==> src/rtl/Shared_pkg.sv <==
// Shared definitions for the FIFO slice: data width, burst framing length,
// the data word type and a counter-width helper.
package Shared_pkg;

   localparam int FIFO_WIDTH = 16;
   localparam int BURST_LEN  = 8;

   typedef logic [FIFO_WIDTH-1:0] data_t;

   // Width of a counter that must hold 0..n-1; never narrower than one bit.
   function automatic int cnt_width(input int n);
      return (n > 1) ? $clog2(n) : 1;
   endfunction

endpackage

==> src/rtl/stream_skid_buf.sv <==
// Small circular buffer between the FIFO read port and the output stream.
// Overflow is prevented upstream by the credit rule, underflow by m_valid.
module stream_skid_buf
   import Shared_pkg::*;
#(
   parameter  int WIDTH = FIFO_WIDTH,
   parameter  int DEPTH = 3,
   localparam int PTR_W = cnt_width(DEPTH),
   localparam int CNT_W = $clog2(DEPTH + 1)
) (
   input  logic             clk,
   input  logic             rst,
   input  logic             push,
   input  logic [WIDTH-1:0] push_data,
   input  logic             pop,
   output logic [WIDTH-1:0] head,
   output logic [CNT_W-1:0] count
);

   logic [WIDTH-1:0] mem_r [DEPTH];
   logic [PTR_W-1:0] wr_ptr_r;
   logic [PTR_W-1:0] rd_ptr_r;
   logic [CNT_W-1:0] count_r;

   function automatic logic [PTR_W-1:0] ptr_inc(input logic [PTR_W-1:0] p);
      if (p == PTR_W'(DEPTH - 1)) begin
         return {PTR_W{1'b0}};
      end else begin
         return p + PTR_W'(1);
      end
   endfunction

   // Storage write at the tail.
   always_ff @(posedge clk or posedge rst) begin
      if (rst) begin
         for (int i = 0; i < DEPTH; i++) begin
            mem_r[i] <= {WIDTH{1'b0}};
         end
      end else if (push) begin
         mem_r[wr_ptr_r] <= push_data;
      end
   end

   // Head/tail pointers advance independently on pop/push.
   always_ff @(posedge clk or posedge rst) begin
      if (rst) begin
         wr_ptr_r <= {PTR_W{1'b0}};
         rd_ptr_r <= {PTR_W{1'b0}};
      end else begin
         if (push) begin
            wr_ptr_r <= ptr_inc(wr_ptr_r);
         end
         if (pop) begin
            rd_ptr_r <= ptr_inc(rd_ptr_r);
         end
      end
   end

   // Occupancy; simultaneous push and pop leave it unchanged.
   always_ff @(posedge clk or posedge rst) begin
      if (rst) begin
         count_r <= {CNT_W{1'b0}};
      end else begin
         case ({push, pop})
            2'b10:   count_r <= count_r + CNT_W'(1);
            2'b01:   count_r <= count_r - CNT_W'(1);
            default: count_r <= count_r;
         endcase
      end
   end

   assign head  = mem_r[rd_ptr_r];
   assign count = count_r;

endmodule

==> src/rtl/fifo_rd_stream.sv <==
// Read-side drain stage: issues FIFO reads against buffer credit, presents the
// words as a valid/ready stream with burst framing, and latches underflow.
module fifo_rd_stream #(
   parameter int FIFO_WIDTH = Shared_pkg::FIFO_WIDTH,
   parameter int BUF_DEPTH  = 3,
   parameter int BURST_LEN  = Shared_pkg::BURST_LEN
) (
   input  logic                  clk,
   input  logic                  rst,
   input  logic [FIFO_WIDTH-1:0] fifo_data_out,
   input  logic                  fifo_empty,
   input  logic                  fifo_underflow,
   output logic                  fifo_rd_en,
   output logic [FIFO_WIDTH-1:0] m_data,
   output logic                  m_valid,
   input  logic                  m_ready,
   output logic                  m_last,
   output logic                  err_underflow,
   input  logic                  clr_err
);

   import Shared_pkg::*;

   localparam int CNT_W  = $clog2(BUF_DEPTH + 1);
   localparam int BEAT_W = cnt_width(BURST_LEN);

   logic                  inflight_r;
   logic [BEAT_W-1:0]     beat_cnt_r;
   logic                  err_r;

   logic [CNT_W-1:0]      count_s;
   logic [FIFO_WIDTH-1:0] head_s;
   logic [CNT_W:0]        credit_used_s;
   logic                  rd_en_s;
   logic                  valid_s;
   logic                  last_s;
   logic                  accept_s;

   stream_skid_buf #(
      .WIDTH (FIFO_WIDTH),
      .DEPTH (BUF_DEPTH)
   ) u_buf (
      .clk       (clk),
      .rst       (rst),
      .push      (inflight_r),
      .push_data (fifo_data_out),
      .pop       (accept_s),
      .head      (head_s),
      .count     (count_s)
   );

   // Read issue from registered state only: buffered plus in-flight words
   // must stay below the buffer depth, so m_ready never reaches fifo_rd_en.
   always_comb begin
      credit_used_s = {1'b0, count_s} + {{CNT_W{1'b0}}, inflight_r};
      rd_en_s       = !rst && !fifo_empty
                      && (credit_used_s < (CNT_W + 1)'(BUF_DEPTH));
      valid_s       = !rst && (count_s != {CNT_W{1'b0}});
      last_s        = valid_s && (beat_cnt_r == BEAT_W'(BURST_LEN - 1));
      accept_s      = valid_s && m_ready;
   end

   // Output drive, forced to zero while reset is asserted.
   always_comb begin
      fifo_rd_en    = rd_en_s;
      m_valid       = valid_s;
      m_last        = last_s;
      err_underflow = err_r;
      if (rst) begin
         m_data = {FIFO_WIDTH{1'b0}};
      end else begin
         m_data = head_s;
      end
   end

   // A read issued this cycle returns data next cycle.
   always_ff @(posedge clk or posedge rst) begin
      if (rst) begin
         inflight_r <= 1'b0;
      end else begin
         inflight_r <= rd_en_s;
      end
   end

   // Burst beat counter, advanced only by accepted beats.
   always_ff @(posedge clk or posedge rst) begin
      if (rst) begin
         beat_cnt_r <= {BEAT_W{1'b0}};
      end else if (accept_s) begin
         if (last_s) begin
            beat_cnt_r <= {BEAT_W{1'b0}};
         end else begin
            beat_cnt_r <= beat_cnt_r + BEAT_W'(1);
         end
      end else begin
         beat_cnt_r <= beat_cnt_r;
      end
   end

   // Sticky underflow flag; a new underflow wins over a clear.
   always_ff @(posedge clk or posedge rst) begin
      if (rst) begin
         err_r <= 1'b0;
      end else if (fifo_underflow) begin
         err_r <= 1'b1;
      end else if (clr_err) begin
         err_r <= 1'b0;
      end else begin
         err_r <= err_r;
      end
   end

endmodule

==> config.mk <==
export PLATFORM = sky130hd
export DESIGN_NAME = fifo_rd_stream
export DESIGN_NICKNAME = d
export VERILOG_FILES = /design/src/rtl/Shared_pkg.sv /design/src/rtl/stream_skid_buf.sv /design/src/rtl/fifo_rd_stream.sv
export SDC_FILE = /design/constraint.sdc
export NUM_CORES = 1
export LEC_CHECK = 0
export CAP_MARGIN = 20
export CORE_MARGIN = 3
export CORE_UTILIZATION = 49
export DETAILED_ROUTE_END_ITERATION = 10
export PLACE_DENSITY = 0.88
export SETUP_SLACK_MARGIN = 0.5
export SLEW_MARGIN = 20
export SYNTH_ARGS = -nofsm -noshare
export SYNTH_HDL_FRONTEND = slang
export SYNTH_HIERARCHICAL = 1
export SYNTH_SLANG_ARGS = --single-unit
==> constraint.sdc <==
create_clock -name clk -period 1.7 [get_ports clk]
set_input_delay 0.34 -clock clk [delete_from_list [all_inputs] [get_ports clk]]
set_output_delay 0.34 -clock clk [all_outputs]
set_load 0.01 [all_outputs]
==> results by group, run 1 <==
Run status
  • Outcome: finished with violations
  • Failing checks: negative setup slack

Routing
  • Drt total wl: 7480 um
  • Per-cell routed wire length: 20.0 um
  • DR DRC count: 0
  • Post-route ant nets: 0
  • Iter 0 DRT Violations: 74
  • Post-DR vias/cell: 5.37
  • Vias: 2009
  • TritonRoute pass-1 iters: 4

GRT
  • Vias in the first global route: 2135
  • GR Overflow Total: 0
  • GRT Total Usage: 23.2%
  • First-pass GRT wire length: 11100 um
  • Initial antenna violation count: 0
  • Largest net degree at the start of global routing: 30

Timing
  • Setup WS post-layout: -0.294 ns
  • Rel. slew slack: 84.6%
  • RSZ-0062 raised after global routing: yes
  • # setup viols final: 18
  • Fmax: 0.502 GHz
  • Slew @ Worst Pin: 0.224 ns
  • Final hold violation count: 0
  • Final min period: 1.99 ns
  • Worst hold slack: 0.306 ns
  • Final period util: 117%
  • Max Slew Vio Count: 0
  • Clk_skew: 0.00971 ns

Layout
  • # diodes: 0
  • Layout cells sized above 1: 57.6%
  • Final #Nets: 324
  • Layout area overhead: 49.8%

Synthesis
  • Commonest cells in the netlist: dfrtp_1 (59), mux2_2 (39), mux2i_1 (17)
  • Largest cells by area after synthesis: dfrtp_1 (52%), mux2_2 (16%), mux2_4 (6.9%)
  • Count leader, synth: dfrtp_1
  • Netlist cell types: 28
  • Synth Net Count: 243
  • Leading area contributor after synthesis: dfrtp_1
  • Post-synth top area share: 52.2%
  • Async SR Flop Fraction: 100%
  • Syn Std Cell Area: 2830 sq um
  • Syn avg cell area: 13.1 sq um
  • Mapped Cells: 216
  • Primary FF master, synth: dfrtp_1
  • EDFF count, synth: 0
  • Seq/Total Area, Yosys: 52.2%
  • Synth warnings: 6
  • Synth Register Bits: 59

Flow run
  • MaxCap Viol Count: 0

Die
  • Die width: 82.0 um
  • Io pins: 42
  • Initial Util: 51.0%
  • # rows: 27
  • Core area: 5540 sq um
  • Die H: 82.0 um
  • Die area: 6720 sq um

Critical path
  • RR Endpoint: u_buf/mem_r[4]
  • Reg2reg path depth: 7
  • Worst path required time: 1.36 ns
  • Endpoint class of the critical path: primary output
  • Crit Path Max Fanout: 11
  • Critical Path AT: 1.65 ns
  • Reg-to-reg setup timing slack: 0.02 ns
  • FF-to-FF Start: inflight_r
  • Worst setup SP type: flop
  • Kind of critical path: reg2out

Placement
  • Worst slack, placed: -0.548 ns
  • DP HPWL: 4130 um
  • Gpl congestion: 0.739
  • # port buffers: 41

CTS
  • Total CTS buffers: 9
  • Post-CTS Hold Buffers: 0
  • CTS clock-pin slew for the worst setup and hold paths: 0.07 ns
  • CTS H-Tree Depth: 3
  • Clock tree buffer depth: 2
  • Clock tree sinks: 59
  • Clock Latency Late Sink: 0.34 ns
  • Clk root buf: clkbuf_8
  • CTS tree: built

Power and ir drop
  • Peak VDD IR: 1280 uV
  • Leakage Power: 0.00200 uW
  • Final Power: 7940 uW
  • PwrDens: 1870 nW/um^2

Hold path
  • Hold Crit Class: in2async
==> power by group <==
part | switching (uW) | internal, uW | leakage, uW
Sequential | 528 | 2120 | 0.000694
Clock | 566 | 791 | 0.000108
Combinational | 1510 | 2430 | 0.00119
==> layer usage <==
metal,part of all wire [%],vias up,track usage [%]
met4,2.1,0,9.30
li1,-,911,-
met1,42,1033,28.8
met2,52,50,38.9
met5,0,-,0
met3,3.7,15,5.26
==> worst max path at each step <==
stage	start	end	slack [ns]	depth (start not counted)
floorplan	u_buf/rd_ptr_r[0]	m_data[11]	0.15	7
global placement	rst	fifo_rd_en	-0.50	4
detailed placement	rst	fifo_rd_en	-0.55	4
CTS	u_buf/count[0]	fifo_rd_en	-0.32	4
global route	inflight_r	fifo_rd_en	-0.34	4
finish	u_buf/rd_ptr_r[1]	m_data[11]	-0.29	6
==> final cells by class <==
| type | count | area [sq um] |
|---|---|---|
| clock inverters | 4 | 47.5 |
| fillers | 334 | 1300 |
| inverters | 6 | 36.3 |
| well taps | 72 | 90.1 |
| multi-input cells | 140 | 1550 |
| flip-flops and latches | 59 | 1480 |
| repair buffers | 81 | 865 |
| clock buffers | 12 | 165 |
==> metrics by stage <==
stage          setup TNS [ns]  cell area (sq um)  std cells  utilization [%]
3_3_place_gp            -9.43               3660        341             66.1
6_report                -3.94               4240        374             76.5
3_5_place_dp            -9.83               3660        341             66.1
2_1_floorplan               0               3040        216                -
4_1_cts                 -3.77               4040        367             73.0
5_1_grt                 -5.36               4240        374             76.5
==> state kept, by name, summed over array words and instances, names as in the netlist <==
signal and count:
u_buf/rd_ptr_r 2, u_buf/mem_r 48, err_underflow 1, beat_cnt_r 3
inflight_r 1, u_buf/count 2, u_buf/wr_ptr_r 2
==> critical path: stages, from the launching register on <==
cell	delay, ns
dfrtp_2	0.43
buf_12	0.17
buf_6	0.12
mux2i_4	0.22
o21ai_2	0.06
and2b_2	0.19
buf_6	0.11
==> timing repair <==
| item | 4_1_cts | 5_1_grt |
|---|---|---|
| pin swaps | 3 | 3 |
| gates cloned | 2 | 1 |
| endpoints found under the setup margin | 76 | 78 |
| resized for setup | 130 | 31 |
| buffers inserted | 8 | 6 |
==> placed cells by master (no fill, tap or decap), types with 3 or more instances in the layout <==
master	netlist	routed
mux2_2	39	8
and2b_2	7	7
clkbuf_8	0	12
inv_1	5	3
clkdlybuf4s50_1	0	20
nor2b_2	0	7
o21ai_2	0	6
mux2i_1	17	15
mux2_4	13	44
nand2_2	0	4
ha_2	0	3
nand2_1	16	12
o21ai_1	0	10
dfrtp_1	59	57
buf_12	0	7
buf_6	1	20
nor2b_4	0	3
buf_8	0	3
buf_4	1	16
buf_2	5	10
==> cells by family after synthesis <==
logic type               synth area share (%)
AND/OR/NAND/NOR                          8.85
AO/OA/AOI/OAI                            4.47
multiplexers                             28.5
adder cells (fa/ha/maj)                  2.21
XOR/XNOR                                0.929
flip-flops                               52.2
buffers and inverters                    2.88
No activity file was read; power rests on OpenSTA's default activity.
==> inputs of run 2 (changes only) <==
CELL_PAD_IN_SITES_DETAIL_PLACEMENT = 0   (was not set)
CELL_PAD_IN_SITES_GLOBAL_PLACEMENT = 1   (was not set)
CORE_UTILIZATION = 39   (was 49)
PLACE_DENSITY = 0.87   (was 0.88)
==> results by group, run 2 (same netlist as run 1, synthesis figures left out) <==
Timing
  • RSZ-0062 raised after global routing: yes
  • Setup WS post-layout: -0.285 ns (+0.00864 ns)
  • Final min period: 1.98 ns (-0.00864 ns)
  • Setup TNS: -3.82 ns (+0.116 ns)
  • Final hold violation count: 0 (unchanged)
  • Rel. slew slack: 80.8% (-3.8 points)
  • Fmax: 0.504 GHz (+0.43%)
  • Slew @ Worst Pin: 0.288 ns (+0.0633 ns)
  • # setup viols final: 17 (-1)
  • Clk_skew: 0.00583 ns (-0.00388 ns)
  • Final period util: 117% (-0.51 points)
  • Max Slew Vio Count: 0 (unchanged)

Critical path
  • Reg2reg path depth: 9 (+2)
  • Endpoint class of the critical path: primary output
  • Worst setup SP type: flop
  • CP startpoint: u_buf/count[0]
  • Crit Path Max Fanout: 2 (-9)
  • Worst path required time: 1.36 ns (about the same)
  • FF-to-FF Start: u_buf/count[0]
  • Critical Path Sink: fifo_rd_en
  • RR Endpoint: u_buf/count[1]
  • Kind of critical path: reg2out
  • Reg-to-reg setup timing slack: 0.07 ns (+0.05 ns)
  • Critical Path AT: 1.64 ns (about the same)

Die
  • Die width: 91.2 um (+11%)
  • Die H: 91.2 um (+11%)
  • Initial Util: 40.9% (-10 points)
  • Core area: 6910 sq um (+25%)
  • Die area: 8310 sq um (+24%)
  • Io pins: 42 (unchanged)
  • # rows: 30 (+11%)

Layout
  • Commonest non-fill, non-tap cell in the layout: dfrtp_1
  • Largest register FFs: 48 (unchanged)
  • FF/Latch Area: 1480 sq um (unchanged)
  • Layout area overhead: 53.0%
  • Multi-input gate area: 1660 sq um (+6.5%)
  • Layout Cells excl Fill: 404 (+8.0%)
  • Layout cells sized above 1: 62.0% (+4.4 points)
  • Most frequent cells in the layout: dfrtp_1 (57), mux2_4 (48), buf_6 (28)
  • Final #Nets: 332 (+2.5%)
  • Most flop-heavy register: u_buf/mem_r
  • Post-Route Utilization: 62.6% (-14 points)
  • Fillcell total: 536 (+60%)
  • Largest regs: u_buf/mem_r: 48 flops, beat_cnt_r: 3 flops
  • # diodes: 0 (unchanged)

Placement
  • DP HPWL: 4270 um (+3.5%)
  • Gpl congestion: 0.682 (-7.6%)
  • Placed Cells: 368 (+7.9%)
  • # port buffers: 41 (unchanged)
  • Worst slack, placed: -0.463 ns (+0.0844 ns)

CTS
  • CTS H-Tree Depth: 3 (unchanged)
  • CTS clock-pin slew for the worst setup and hold paths: 0.06 ns (about the same)
  • Clock Latency Late Sink: 0.33 ns (about the same)
  • Clock tree buffer depth: 2 (unchanged)
  • Post-CTS Hold Buffers: 0 (unchanged)
  • CTS tree: built
  • Clock tree sinks: 59 (unchanged)
  • Total CTS buffers: 9 (unchanged)
  • Clk root buf: clkbuf_8

GRT
  • Vias in the first global route: 2143 (+0.37%)
  • GR Overflow Total: 0 (unchanged)
  • First-pass GRT wire length: 10900 um (-2.5%)
  • GRT Total Usage: 16.9% (-6.3 points)
  • Initial antenna violation count: 0 (unchanged)
  • Largest net degree at the start of global routing: 33 (+10%)

Power and ir drop
  • PwrDens: 1830 nW/um^2 (-2.5%)
  • Peak VDD IR: 937 uV (-27%)
  • Combinational share of power: 53.0% (+3.4 points)
  • Final Power: 7910 uW (-0.41%)
  • Int Pwr: 5340 uW (about the same)
  • Flop pwr share: 33.1% (-0.2 points)
  • Clock power share: 13.9% (-3.2 points)
  • Sw frac: 32.5% (-0.28 points)
  • Leakage Power: 0.00205 uW (+2.6%)
  • Psw: 2570 uW (-1.3%)

Routing
  • Vias: 1989 (-1.0%)
  • Drt total wl: 6900 um (-7.8%)
  • Iter 0 DRT Violations: 50 (-32%)
  • Post-route ant nets: 0 (unchanged)
  • Per-cell routed wire length: 17.1 um (-15%)
  • DR DRC count: 0 (unchanged)
  • TritonRoute pass-1 iters: 4 (unchanged)
  • Post-DR vias/cell: 4.92 (-8.3%)

Run status
  • Failing checks: negative setup slack
  • Outcome: finished with violations

Hold path
  • Hold Crit Class: in2async

Flow run
  • MaxCap Viol Count: 0 (unchanged)
-- run 2: cell count changes in the layout (fill, tap and decap cells not counted), moves of 4 or more --
cell / delta
mux2_4: +4
mux2_2: -4
nand2_1: -8
nand2_2: +6
buf_6: +8
buf_4: +6
-- run 2: power by group through the flow --
stage | Clock (uW) | Sequential (uW) | Combinational [uW]
after floorplan | 0 | 2440 | 2230
after global placement | 0 | 2500 | 3050
after detailed placement | 0 | 2540 | 3150
after CTS | 1130 | 2550 | 3510
after global routing | 1180 | 2710 | 4500
final | 1100 | 2620 | 4190
-- run 2: timing repair --
| item | in CTS | in global routing |
|---|---|---|
| resized for setup | 128 | 68 |
| gates cloned | 2 | 1 |
| endpoints found under the setup margin | 76 | 74 |
| pin swaps | 12 | 11 |
| setup buffers | 9 | 10 |
-- run 2: routing by layer --
| metal | vias up | part of all wire, % | track usage, % |
|---|---|---|---|
| li1 | 929 | - | - |
| met1 | 1004 | 42 | 20.3 |
| met2 | 41 | 52 | 28.3 |
| met3 | 15 | 2.8 | 3.40 |
| met4 | 0 | 2.6 | 9.05 |
| met5 | - | 0 | 0 |
-- run 2: worst min-delay path by stage --
| stage | endpoint | slack [ns] | depth (start not counted) |
|---|---|---|---|
| detailed placement | err_underflow | 0.47 | 1 |
| finish | inflight_r | 0.30 | 3 |
| global placement | err_underflow | 0.46 | 1 |
| global route | inflight_r | 0.33 | 3 |
| floorplan | u_buf/count[0] | 0.41 | 1 |
| CTS | inflight_r | 0.28 | 3 |
-- run 2: critical path, cell delays in order, from the launching register on --
cell       delay, ns
dfrtp_1         0.42
ha_4            0.19
ha_4            0.22
a2111oi_4       0.30
buf_2           0.19
-- run 2: final cells by class --
type / instances / share of cell area (%)
Sequential cell: 59 / 34.2
Inverter: 6 / 0.839
Clock inverter: 3 / 0.347
Timing Repair Buffer: 87 / 20.1
Multi-Input combinational cell: 142 / 38.3
Clock buffer: 11 / 3.50
Tap cell: 96 / 2.78
-- run 2: per-stage QoR --
step           cell area, sq um  hold slack (ns)
2_1_floorplan              3040            0.408
3_3_place_gp               3670            0.464
3_5_place_dp               3670            0.472
4_1_cts                    3990            0.282
5_1_grt                    4330            0.328
6_report                   4330            0.298
==> inputs of run 3 (changes only) <==
GPL_TIMING_DRIVEN = 0   (was not set)
==> results by group, run 3 (same netlist as run 1, synthesis figures left out) <==
Critical path
  • Top cell family by delay on the critical path: buffers and inverters
  • Worst path cell trace: buf_6, nor2b_1, buf_4, clkbuf_16, nand2_2, o21ai_1, and2b_2, buf_6
  • Worst path required time: 1.36 ns (about the same)
  • CP Buf/Inv Count: 4 (+3)
  • FF-to-FF Start: inflight_r
  • Critical Path Max Stage Delay: 0.37 ns (-0.05 ns)
  • Kind of critical path: reg2out
  • Critical Path AT: 1.70 ns (+0.06 ns)
  • CP startpoint: u_buf/rd_ptr_r[0]
  • Reg2reg path depth: 9 (unchanged)
  • Worst setup SP type: flop
  • CP max-delay cell: dfrtp_1
  • Worst path depth: 8 (+4)
  • Most Frequent Cell on Critical Path: buf_6
  • Endpoint class of the critical path: primary output
  • Crit Path Max Fanout: 5 (+3)

Timing
  • Clk_skew: 0.00818 ns (+0.00235 ns)
  • RSZ-0062 raised after global routing: yes
  • Slew @ Worst Pin: 0.590 ns (+0.302 ns)
  • Final min period: 2.04 ns (+0.0577 ns)
  • Setup TNS: -6.99 ns (-3.17 ns)
  • Max Slew Vio Count: 0 (unchanged)
  • Rel. slew slack: 60.6% (-20 points)
  • Fmax: 0.490 GHz (-2.8%)
  • Setup WS post-layout: -0.343 ns (-0.0577 ns)
  • Final period util: 120% (+3.4 points)
  • Final hold violation count: 0 (unchanged)
  • # setup viols final: 47 (+30)

Power and ir drop
  • Peak VDD IR: 893 uV (-4.7%)
  • Int Pwr: 5710 uW (+7.0%)
  • Clock power share: 16.5% (+2.6 points)
  • Combinational share of power: 51.7% (-1.3 points)
  • Leakage Power: 0.00210 uW (+2.5%)
  • PwrDens: 1880 nW/um^2 (+2.7%)
  • Sw frac: 31.4% (-1.1 points)
  • Flop pwr share: 31.7% (-1.4 points)
  • Psw: 2610 uW (+1.6%)

Placement
  • Gpl congestion: 0.706 (+3.4%)
  • DP HPWL: 3980 um (-6.9%)
  • # port buffers: 41 (unchanged)
  • Worst slack, placed: -1.17 ns (-0.706 ns)

CTS
  • CTS H-Tree Depth: 3 (unchanged)
  • Clk root buf: clkbuf_8
  • Clock tree buffer depth: 2 (unchanged)
  • Total CTS buffers: 9 (unchanged)
  • CTS clock-pin slew for the worst setup and hold paths: 0.07 ns (about the same)
  • Post-CTS Hold Buffers: 0 (unchanged)
  • CTS tree: built
  • Clock tree sinks: 59 (unchanged)
  • Clock Latency Late Sink: 0.33 ns (about the same)

Hold path
  • Hold Crit Class: in2async

GRT
  • Initial antenna violation count: 0 (unchanged)
  • GR Overflow Total: 0 (unchanged)
  • GRT Total Usage: 17.8% (+0.95 points)
  • First-pass GRT wire length: 11300 um (+3.9%)
  • Vias in the first global route: 2132 (-0.51%)
  • Largest net degree at the start of global routing: 31 (-6.1%)

Routing
  • DR DRC count: 0 (unchanged)
  • Vias: 2053 (+3.2%)
  • Per-cell routed wire length: 18.6 um (+8.8%)
  • TritonRoute pass-1 iters: 5 (+1)
  • Iter 0 DRT Violations: 57 (+14%)
  • Post-DR vias/cell: 5.03 (+2.2%)
  • Post-route ant nets: 0 (unchanged)
  • Drt total wl: 7580 um (+9.9%)

Run status
  • Outcome: finished with violations
  • Failing checks: negative setup slack

Flow run
  • MaxCap Viol Count: 0 (unchanged)

Layout
  • Layout area overhead: 56.7%
  • Largest regs: u_buf/mem_r: 48 flops, beat_cnt_r: 3 flops
  • Most flop-heavy register: u_buf/mem_r
  • Layout cells sized above 1: 59.3% (-2.7 points)
  • Commonest non-fill, non-tap cell in the layout: dfrtp_1
  • Largest register FFs: 48 (unchanged)
  • Final #Nets: 335 (+0.90%)
  • # diodes: 0 (unchanged)
  • Most frequent cells in the layout: dfrtp_1 (56), mux2_4 (45), buf_6 (37)

Die
  • Core area: 6910 sq um (unchanged)
  • Io pins: 42 (unchanged)
  • Die area: 8310 sq um (unchanged)
  • Die H: 91.2 um (unchanged)
  • # rows: 30 (unchanged)
  • Die width: 91.2 um (unchanged)
  • Initial Util: 40.9% (unchanged)
## run 3: cell count changes in the layout (fill, tap and decap cells not counted), sizes merged
| cell | before | now |
|---|---|---|
| bufinv | 0 | 2 |
| clkinv | 3 | 0 |
| buf | 66 | 68 |
| clkbuf | 11 | 17 |
| dlygate4sd2 | 1 | 0 |
| nand3 | 3 | 1 |
## run 3: path summary, 6_finish.rpt
path,endpoint,slack (ns)
worst min-delay path,u_buf/mem_r[19],0.21
min in group clk,inflight_r,0.39
worst max register to register,u_buf/mem_r[8],-0.10
max in group asynchronous,u_buf/count[0],0.94
worst max-delay path,m_data[13],-0.34
worst min register to register,err_underflow,0.48
## run 3: cell type report
class                      count  area (sq um)
clock buffer                  13           149
buffer                        11           149
tap                           96           120
clock inverter                 2          60.1
fill                         519          2470
sequential                    59          1480
inverter                       6          36.3
timing repair buffer          81           877
multi-input combinational    140          1560
## run 3: what timing repair did
item	CTS	global route
gates cloned	4	0
buffers inserted	28	7
setup endpoints to repair	129	77
gates resized for setup	147	42
pin swaps	8	8
## run 3: power groups by stage
stage	clock network, uW	registers, uW	logic, uW
3_5_place_dp	0	2560	3010
2_1_floorplan	0	2440	2230
6_report	1370	2640	4310
3_3_place_gp	0	2520	2930
5_1_grt	1480	2710	4570
4_1_cts	1390	2550	3790
## run 3: per-layer routing
layer	up-vias	wire length [um]	global-route usage, %	share of wire (%)
li1	932	-	-	-
met1	1054	3270	23.0	43
met2	53	3900	27.7	51
met3	14	258	4.81	3.4
met4	0	154	8.54	2.0
met5	-	0	0	0
## run 3: through the flow
stage / power [uW] / hold WS, ns / cell area [sq um] / utilization [%] / cells
finish: 8320 / 0.214 / 4430 / 64.2 / 408
global route: 8760 / 0.265 / 4430 / 64.2 / 408
CTS: 7730 / 0.221 / 4230 / 61.2 / 401
detailed placement: 5570 / 0.468 / 3590 / 51.9 / 354
global placement: 5440 / 0.466 / 3570 / 51.6 / 353
floorplan: 4670 / 0.408 / 3040 / - / 216
